--- config.mk ---
export PLATFORM = sky130hd
export DESIGN_NAME = sync_fifo_flags
export DESIGN_NICKNAME = d
export VERILOG_FILES = /design/src/rtl/sync_fifo_flags.sv
export SDC_FILE = /design/constraint.sdc
export NUM_CORES = 1
export LEC_CHECK = 0
export CAP_MARGIN = 20
export CORE_MARGIN = 8
export CORE_UTILIZATION = 50
export CTS_CLUSTER_SIZE = 12
export DETAILED_ROUTE_END_ITERATION = 8
export PLACE_DENSITY = 0.75
export REMOVE_ABC_BUFFERS = 1
export SYNTH_ARGS = -nofsm -noshare
export SYNTH_HDL_FRONTEND = slang
export SYNTH_SLANG_ARGS = --single-unit
--- constraint.sdc ---
create_clock -name clk -period 3.1 [get_ports clk]
set_input_delay 0.31 -clock clk [delete_from_list [all_inputs] [get_ports clk]]
set_output_delay 0.31 -clock clk [all_outputs]
set_load 0.01 [all_outputs]
--- src/rtl/sync_fifo_flags.sv ---
// Single-clock FIFO with occupancy count, programmable almost flags and sticky error flags.
// Define SYNC_FIFO_FWFT_EN for first-word-fall-through reads; default is registered 1-cycle read.
module sync_fifo_flags #(
  parameter int DSIZE    = 8,
  parameter int ASIZE    = 4,
  parameter int AF_LEVEL = 14,
  parameter int AE_LEVEL = 2
) (
  input  logic             clk,
  input  logic             rst_n,
  input  logic [DSIZE-1:0] wdata,
  input  logic             winc,
  input  logic             rinc,
  output logic [DSIZE-1:0] rdata,
  output logic             wfull,
  output logic             rempty,
  output logic             walmost_full,
  output logic             ralmost_empty,
  output logic [ASIZE:0]   count,
  output logic             overflow,
  output logic             underflow
);

  localparam int DEPTH = 1 << ASIZE;
  localparam logic [ASIZE:0] FULL_CNT = DEPTH[ASIZE:0];
  localparam logic [ASIZE:0] AF_CNT   = AF_LEVEL[ASIZE:0];
  localparam logic [ASIZE:0] AE_CNT   = AE_LEVEL[ASIZE:0];

  logic [DSIZE-1:0] mem [DEPTH];
  logic [ASIZE:0]   wptr;
  logic [ASIZE:0]   rptr;
  logic [ASIZE:0]   count_q;
  logic             wr_ok;
  logic             rd_ok;

  // Handshake: winc/rinc are requests; a request is accepted only if wfull/rempty
  // (decoded from the registered count) is low before the edge. A rejected request
  // only sets the matching sticky error flag.
  assign wfull         = (count_q == FULL_CNT);
  assign rempty        = (count_q == '0);
  assign walmost_full  = (count_q >= AF_CNT);
  assign ralmost_empty = (count_q <= AE_CNT);
  assign count         = count_q;

  assign wr_ok = winc & ~wfull;
  assign rd_ok = rinc & ~rempty;

  always_ff @(posedge clk) begin
    if (!rst_n) begin
      wptr      <= '0;
      rptr      <= '0;
      count_q   <= '0;
      overflow  <= 1'b0;
      underflow <= 1'b0;
    end else begin
      if (wr_ok) wptr <= wptr + 1'b1;
      if (rd_ok) rptr <= rptr + 1'b1;
      case ({wr_ok, rd_ok})
        2'b10:   count_q <= count_q + 1'b1;
        2'b01:   count_q <= count_q - 1'b1;
        default: count_q <= count_q;
      endcase
      if (winc && wfull)  overflow  <= 1'b1;
      if (rinc && rempty) underflow <= 1'b1;
    end
  end

  // Storage is never cleared; only the pointers define what is valid.
  always_ff @(posedge clk) begin
    if (rst_n && wr_ok) mem[wptr[ASIZE-1:0]] <= wdata;
  end

`ifdef SYNC_FIFO_FWFT_EN
  assign rdata = mem[rptr[ASIZE-1:0]];
`else
  always_ff @(posedge clk) begin
    if (!rst_n)     rdata <= '0;
    else if (rd_ok) rdata <= mem[rptr[ASIZE-1:0]];
  end
`endif

endmodule
==> impl_metrics.env, run 1 <==
export IMPL_ir_worst_vdd_v=0.000406
export IMPL_fin_crit_ns=2.79
export IMPL_cts_buffers=17
export IMPL_drt_wl_total_um=12200
export IMPL_nets=433
export IMPL_synth_area_um2=6080
export IMPL_drcViolationCount=0
export IMPL_rsz0062_at_grt="false"
export IMPL_wire_per_inst_um=21.3
export IMPL_skew_ns=0.0119
export IMPL_viasPerCell=5.77
export IMPL_reg2reg_from="count[0]"
export IMPL_crit_slowest_cell="or3_1"
export IMPL_portBuffers=30
export IMPL_status="completed"
export IMPL_fp_dieH_um=126
export IMPL_startpoint_type="register"
export IMPL_post_cts_setup_buffers=0
export IMPL_clk_latency_ns=0.42
export IMPL_root_buffer="clkbuf_16"
export IMPL_crit_required_ns=3.45
export IMPL_critPathCaptureType="register"
export IMPL_overflow=0
export IMPL_die_area_um2=16000
export IMPL_slew_viol_final=0
export IMPL_max_slew_margin=0.462
export IMPL_track_usage=0.162
export IMPL_yosysTopAreaCellShare=0.632
export IMPL_ctsResizeCount=0
export IMPL_clkSinkCount=151
export IMPL_antenna_found_initial=0
export IMPL_reg2reg_to="count[4]"
export IMPL_yosysSeqAreaShare=0.708
export IMPL_cp_top_family="compound AO/OA/AOI/OAI gates"
export IMPL_clock_fmax_ghz=0.359
export IMPL_cts_tree="built"
export IMPL_hpwl_um=8050
export IMPL_dr_pass1_iters=7
export IMPL_arrival_ns=3.13
export IMPL_crit_path_start="count[0]"
export IMPL_core_area_um2=12000
export IMPL_tns_ns=0
export IMPL_insertedDiodeCount=0
export IMPL_num_vias=3294
export IMPL_ys_top_cells_by_area="edfxtp_1, dfxtp_1, mux2i_1, mux4_2, ha_1"
export IMPL_holdCritStartpoint="overflow"
export IMPL_cts_path_max_buffers=2
export IMPL_yosysTopAreaCell="edfxtp_1"
export IMPL_grt_pass1_vias=3374
export IMPL_path_cells="or3_1, o21a_4, inv_1, ha_1, ha_1, a21o_1, a21oi_1, mux2i_1, mux2i_1"
export IMPL_hold_viol=0
export IMPL_worstPathMaxFanout=7
export IMPL_grt_pass1_wl_um=19200
export IMPL_r2r_setup_slack_ns=0.31
export IMPL_synthDistinctLibCells=41
export IMPL_postRouteAntennaNets=0
export IMPL_hold_depth=2
export IMPL_start_util=0.509
export IMPL_setup_viol=0
export IMPL_final_common_cell="edfxtp_1"
export IMPL_powerDensity_nw_per_um2=783
export IMPL_power_w=0.00558
export IMPL_tightest_slew_ns=0.805
export IMPL_cts_htree_levels=4
export IMPL_io_pins=31
export IMPL_reg2reg_depth=9
export IMPL_critPathMaxStageDelay_ns=0.52
export IMPL_final_layout_size_suffix_gt1_frac=0.160
export IMPL_dr_first_iter_drc_count=268
export IMPL_synth_seq_cells=151
export IMPL_critPathKind="reg2reg"
export IMPL_final_cell_mix="edfxtp_1, mux2i_1, clkdlybuf4s50_1"
export IMPL_area_growth_pct=17.1
export IMPL_fillers=847
export IMPL_dieWidth_um=126
export IMPL_syn_inst=367
export IMPL_min_path_type="reg2reg"
export IMPL_leakage_nw=2.31
export IMPL_avgSynthCellArea_um2=16.6
export IMPL_gp_congestion=0.834
export IMPL_max_cap_violations=0
export IMPL_cp_buffers_inverters=1
export IMPL_grt_max_degree=26
export IMPL_ys_warn_count=0
export IMPL_placementRows=40
export IMPL_fin_crit_sh=0.899
export IMPL_clkSlewWorstSetupHoldPaths_ns=0.06
export IMPL_holdBufCountCts=0
export IMPL_worstHoldEndpoint="overflow"
## routing by layer
metal	up-vias	routed length, um	GRT usage
li1	1520	-	-
met1	1654	5090	0.199
met2	102	6030	0.266
met3	18	798	0.0452
met4	0	244	0.0672
met5	-	0	0
## synthesized netlist by cell type, drive strengths merged
| library cell | n |
|---|---|
| nor3 | 1 |
| xnor2 | 6 |
| nor2 | 27 |
| o21a | 4 |
| or3 | 2 |
| inv | 3 |
| clkbuf | 5 |
| a21boi | 1 |
| a31oi | 8 |
| o22ai | 16 |
| nand3 | 4 |
| and2 | 7 |
| a31o | 1 |
| mux4 | 16 |
| fa | 1 |
| o211ai | 3 |
| nand2b | 3 |
| or2 | 1 |
| a211oi | 1 |
| edfxtp | 128 |
| mux2i | 36 |
| a22oi | 8 |
| and3 | 1 |
| o21ai | 10 |
| dfxtp | 23 |
| or3b | 2 |
| a21oi | 4 |
| nand2 | 7 |
| xor2 | 2 |
| buf | 15 |
| nor2b | 7 |
| a21o | 2 |
| nand3b | 3 |
| ha | 9 |
## layout make-up
class                           instances  area [um^2]  share of cell area
Inverter                                3         11.3             0.00158
Timing Repair Buffer                   45          413              0.0580
Clock inverter                         12          118              0.0165
Sequential cell                       151         4310               0.605
Multi-Input combinational cell        193         1640               0.231
Tap cell                              147          184              0.0258
Clock buffer                           20          447              0.0627
## stage by stage
step	std cells	hold slack (ns)	instance area [um^2]	setup WS [ns]	util
after global placement	539	0.477	6560	0.422	0.548
after floorplan	347	0.409	5960	0.324	-
after global routing	571	0.528	7120	0.134	0.595
after CTS	571	0.505	7120	0.307	0.595
final	571	0.498	7120	0.313	0.595
after detailed placement	539	0.490	6560	0.342	0.548
## report_power, final
part / total, W / internal, W / switching (W)
logic: 0.00122 / 0.000582 / 0.000636
registers: 0.00242 / 0.00233 / 0.0000952
clock network: 0.00194 / 0.00114 / 0.000803
## worst reg2reg max path, stage by stage (launching register included)
cell,delay (ns)
dfxtp_1,0.38
or3_1,0.52
o21a_4,0.30
inv_1,0.12
ha_1,0.31
ha_1,0.32
a21o_1,0.19
a21oi_1,0.17
mux2i_1,0.23
mux2i_1,0.19
## cells by family after synthesis
kind of cell               after synthesis  share of synthesized area
DFF                                    151                      0.708
and+or+nand+nor                         65                     0.0533
muxes                                   52                      0.118
buffers and inverters                   23                     0.0222
xor gates and xnor gates                 8                     0.0115
adders and majority gates               10                     0.0218
AOI/OAI and AO/OA                       58                     0.0652
## state kept, by name, summed over array words and instances (netlist names)
register,flops
rptr,4
mem,128
wptr,4
overflow,1
count,5
underflow,1
rdata,8
## worst max-delay path by stage
stage                    end  cells past startpoint  slack, ns
floorplan           count[4]                      8       0.32
global placement    count[4]                      9       0.42
detailed placement  count[4]                      9       0.34
CTS                 count[4]                      9       0.31
global route        count[4]                      9       0.13
finish              count[4]                      9       0.31
Note: power is estimated with default switching activity, not from simulation.
==> run 2: changes to the inputs <==
--- a/config.mk
+++ b/config.mk
@@ -10,8 +10,9 @@
 export CORE_UTILIZATION = 50
 export CTS_CLUSTER_SIZE = 12
 export DETAILED_ROUTE_END_ITERATION = 8
-export PLACE_DENSITY = 0.75
+export PLACE_DENSITY = 0.78
 export REMOVE_ABC_BUFFERS = 1
+export SETUP_SLACK_MARGIN = 0.4
 export SYNTH_ARGS = -nofsm -noshare
 export SYNTH_HDL_FRONTEND = slang
 export SYNTH_SLANG_ARGS = --single-unit
==> constraint.sdc (replaced) <==
create_clock -name clk -period 2.26 [get_ports clk]
set_input_delay 0.226 -clock clk [delete_from_list [all_inputs] [get_ports clk]]
set_output_delay 0.226 -clock clk [all_outputs]
set_load 0.01 [all_outputs]
==> impl_metrics.env, run 2 (synthesis results as in run 1) <==
export IMPL_tightest_slew_ns=0.587
export IMPL_final_layout_size_suffix_gt1_frac=0.256
export IMPL_critPathCaptureType="register"
export IMPL_root_buffer="clkbuf_16"
export IMPL_ir_worst_vdd_v=0.000480
export IMPL_hold_depth=2
export IMPL_leakage_nw=2.40
export IMPL_start_util=0.509
export IMPL_violations="negative setup slack"
export IMPL_max_slew_margin=0.607
export IMPL_crit_required_ns=2.61
export IMPL_insertedDiodeCount=0
export IMPL_arrival_ns=2.65
export IMPL_clkSlewWorstSetupHoldPaths_ns=0.06
export IMPL_r2r_setup_slack_ns=-0.04
export IMPL_portBuffers=30
export IMPL_num_vias=3441
export IMPL_reg2reg_from="count[0]"
export IMPL_nets=448
export IMPL_postRouteAntennaNets=0
export IMPL_dieWidth_um=126
export IMPL_antenna_found_initial=0
export IMPL_die_area_um2=16000
export IMPL_cts_htree_levels=4
export IMPL_design_area_um2=7400
export IMPL_area_growth_pct=21.6
export IMPL_status="complete, but fails checks"
export IMPL_post_dp_cell_area_um2=6670
export IMPL_gp_congestion=0.834
export IMPL_critPathKind="reg2reg"
export IMPL_hold_viol=0
export IMPL_cts_path_max_buffers=2
export IMPL_grt_pass1_vias=3471
export IMPL_cts_buffers=17
export IMPL_final_common_cell="edfxtp_1"
export IMPL_slew_viol_final=0
export IMPL_powerDensity_nw_per_um2=1090
export IMPL_worstPathMaxFanout=4
export IMPL_multi_input_area_um2=1800
export IMPL_fillers=839
export IMPL_setup_viol=1
export IMPL_fin_crit_sh=1.02
export IMPL_dr_pass1_iters=5
export IMPL_fp_dieH_um=126
export IMPL_clk_latency_ns=0.42
export IMPL_skew_ns=0.00641
export IMPL_power_w=0.00803
export IMPL_core_area_um2=12000
export IMPL_grt_pass1_wl_um=19200
export IMPL_holdCritStartpoint="overflow"
export IMPL_setup_ws_ns=-0.0419
export IMPL_fin_crit_ns=2.30
export IMPL_viasPerCell=5.88
export IMPL_grt_max_degree=31
export IMPL_drcViolationCount=0
export IMPL_track_usage=0.163
export IMPL_drt_wl_total_um=12600
export IMPL_wire_per_inst_um=21.5
export IMPL_worstHoldEndpoint="overflow"
export IMPL_cts_tree="built"
export IMPL_reg2reg_to="count[4]"
export IMPL_regArea_um2=4310
export IMPL_rsz0062_at_grt="true"
export IMPL_hpwl_um=7800
export IMPL_largest_reg_flops=128
export IMPL_dr_first_iter_drc_count=285
export IMPL_min_path_type="reg2reg"
export IMPL_placementRows=40
export IMPL_clkSinkCount=151
export IMPL_clock_fmax_ghz=0.434
export IMPL_final_cell_mix="edfxtp_1, mux2i_1, buf_4"
export IMPL_max_cap_violations=0
export IMPL_overflow=0
export IMPL_startpoint_type="register"
export IMPL_post_route_util=0.618
export IMPL_io_pins=31
export IMPL_reg2reg_depth=8
==> run 2: how the worst max path moves through the flow <==
stage | cells after the start | start | to
final | 8 | count[0] | count[4]
after CTS | 8 | count[0] | count[4]
after detailed placement | 8 | count[3] | count[4]
after floorplan | 8 | count[0] | count[4]
after global placement | 8 | count[3] | count[4]
after global routing | 8 | count[0] | count[4]
==> run 2: final cells by class <==
type                    instances  area share
clock buffers                  19      0.0585
clock inverters                12      0.0183
inverters                       3     0.00186
multi-input cells             193       0.243
flip-flops and latches        151       0.583
well taps                     147      0.0249
repair buffers                 60      0.0710
==> run 2: where the power goes <==
part | switching [W] | total, W | internal [W]
clock | 0.00102 | 0.00273 | 0.00171
combinational | 0.00101 | 0.00198 | 0.000976
sequential | 0.000124 | 0.00332 | 0.00320
total | 0.00215 | 0.00803 | 0.00588
==> run 2: timing repair <==
action,4_1_cts,5_1_grt
endpoints found under the setup margin,103,82
setup buffers,1,1
gates cloned,0,0
resized for setup,37,19
hold buffers,0,0
pin swaps,5,5
endpoints found under the hold margin,0,0
==> run 2: routing by layer <==
layer / vias up / global-route usage / part of all wire
li1: 1548 / - / -
met1: 1710 / 0.191 / 0.39
met2: 163 / 0.270 / 0.51
met3: 20 / 0.0515 / 0.076
met4: 0 / 0.0750 / 0.024
met5: - / 0 / 0
==> run 2: worst max-delay path, stage by stage (launching register included) <==
cell	delay, ns
dfxtp_2	0.32
or3_4	0.40
o21a_1	0.23
ha_4	0.20
fa_2	0.34
a21o_1	0.18
a21oi_2	0.15
mux2i_1	0.23
mux2i_1	0.20
==> run 2: per-stage QoR <==
| stage | hold slack [ns] | setup slack, ns | setup TNS [ns] | cells |
|---|---|---|---|---|
| after floorplan | 0.325 | -0.516 | -2.82 | 347 |
| after global placement | 0.476 | -0.128 | -0.128 | 552 |
| after detailed placement | 0.479 | -0.216 | -0.246 | 552 |
| after CTS | 0.493 | -0.0118 | -0.0118 | 584 |
| after global routing | 0.542 | -0.119 | -0.119 | 585 |
| final | 0.487 | -0.0419 | -0.0419 | 585 |
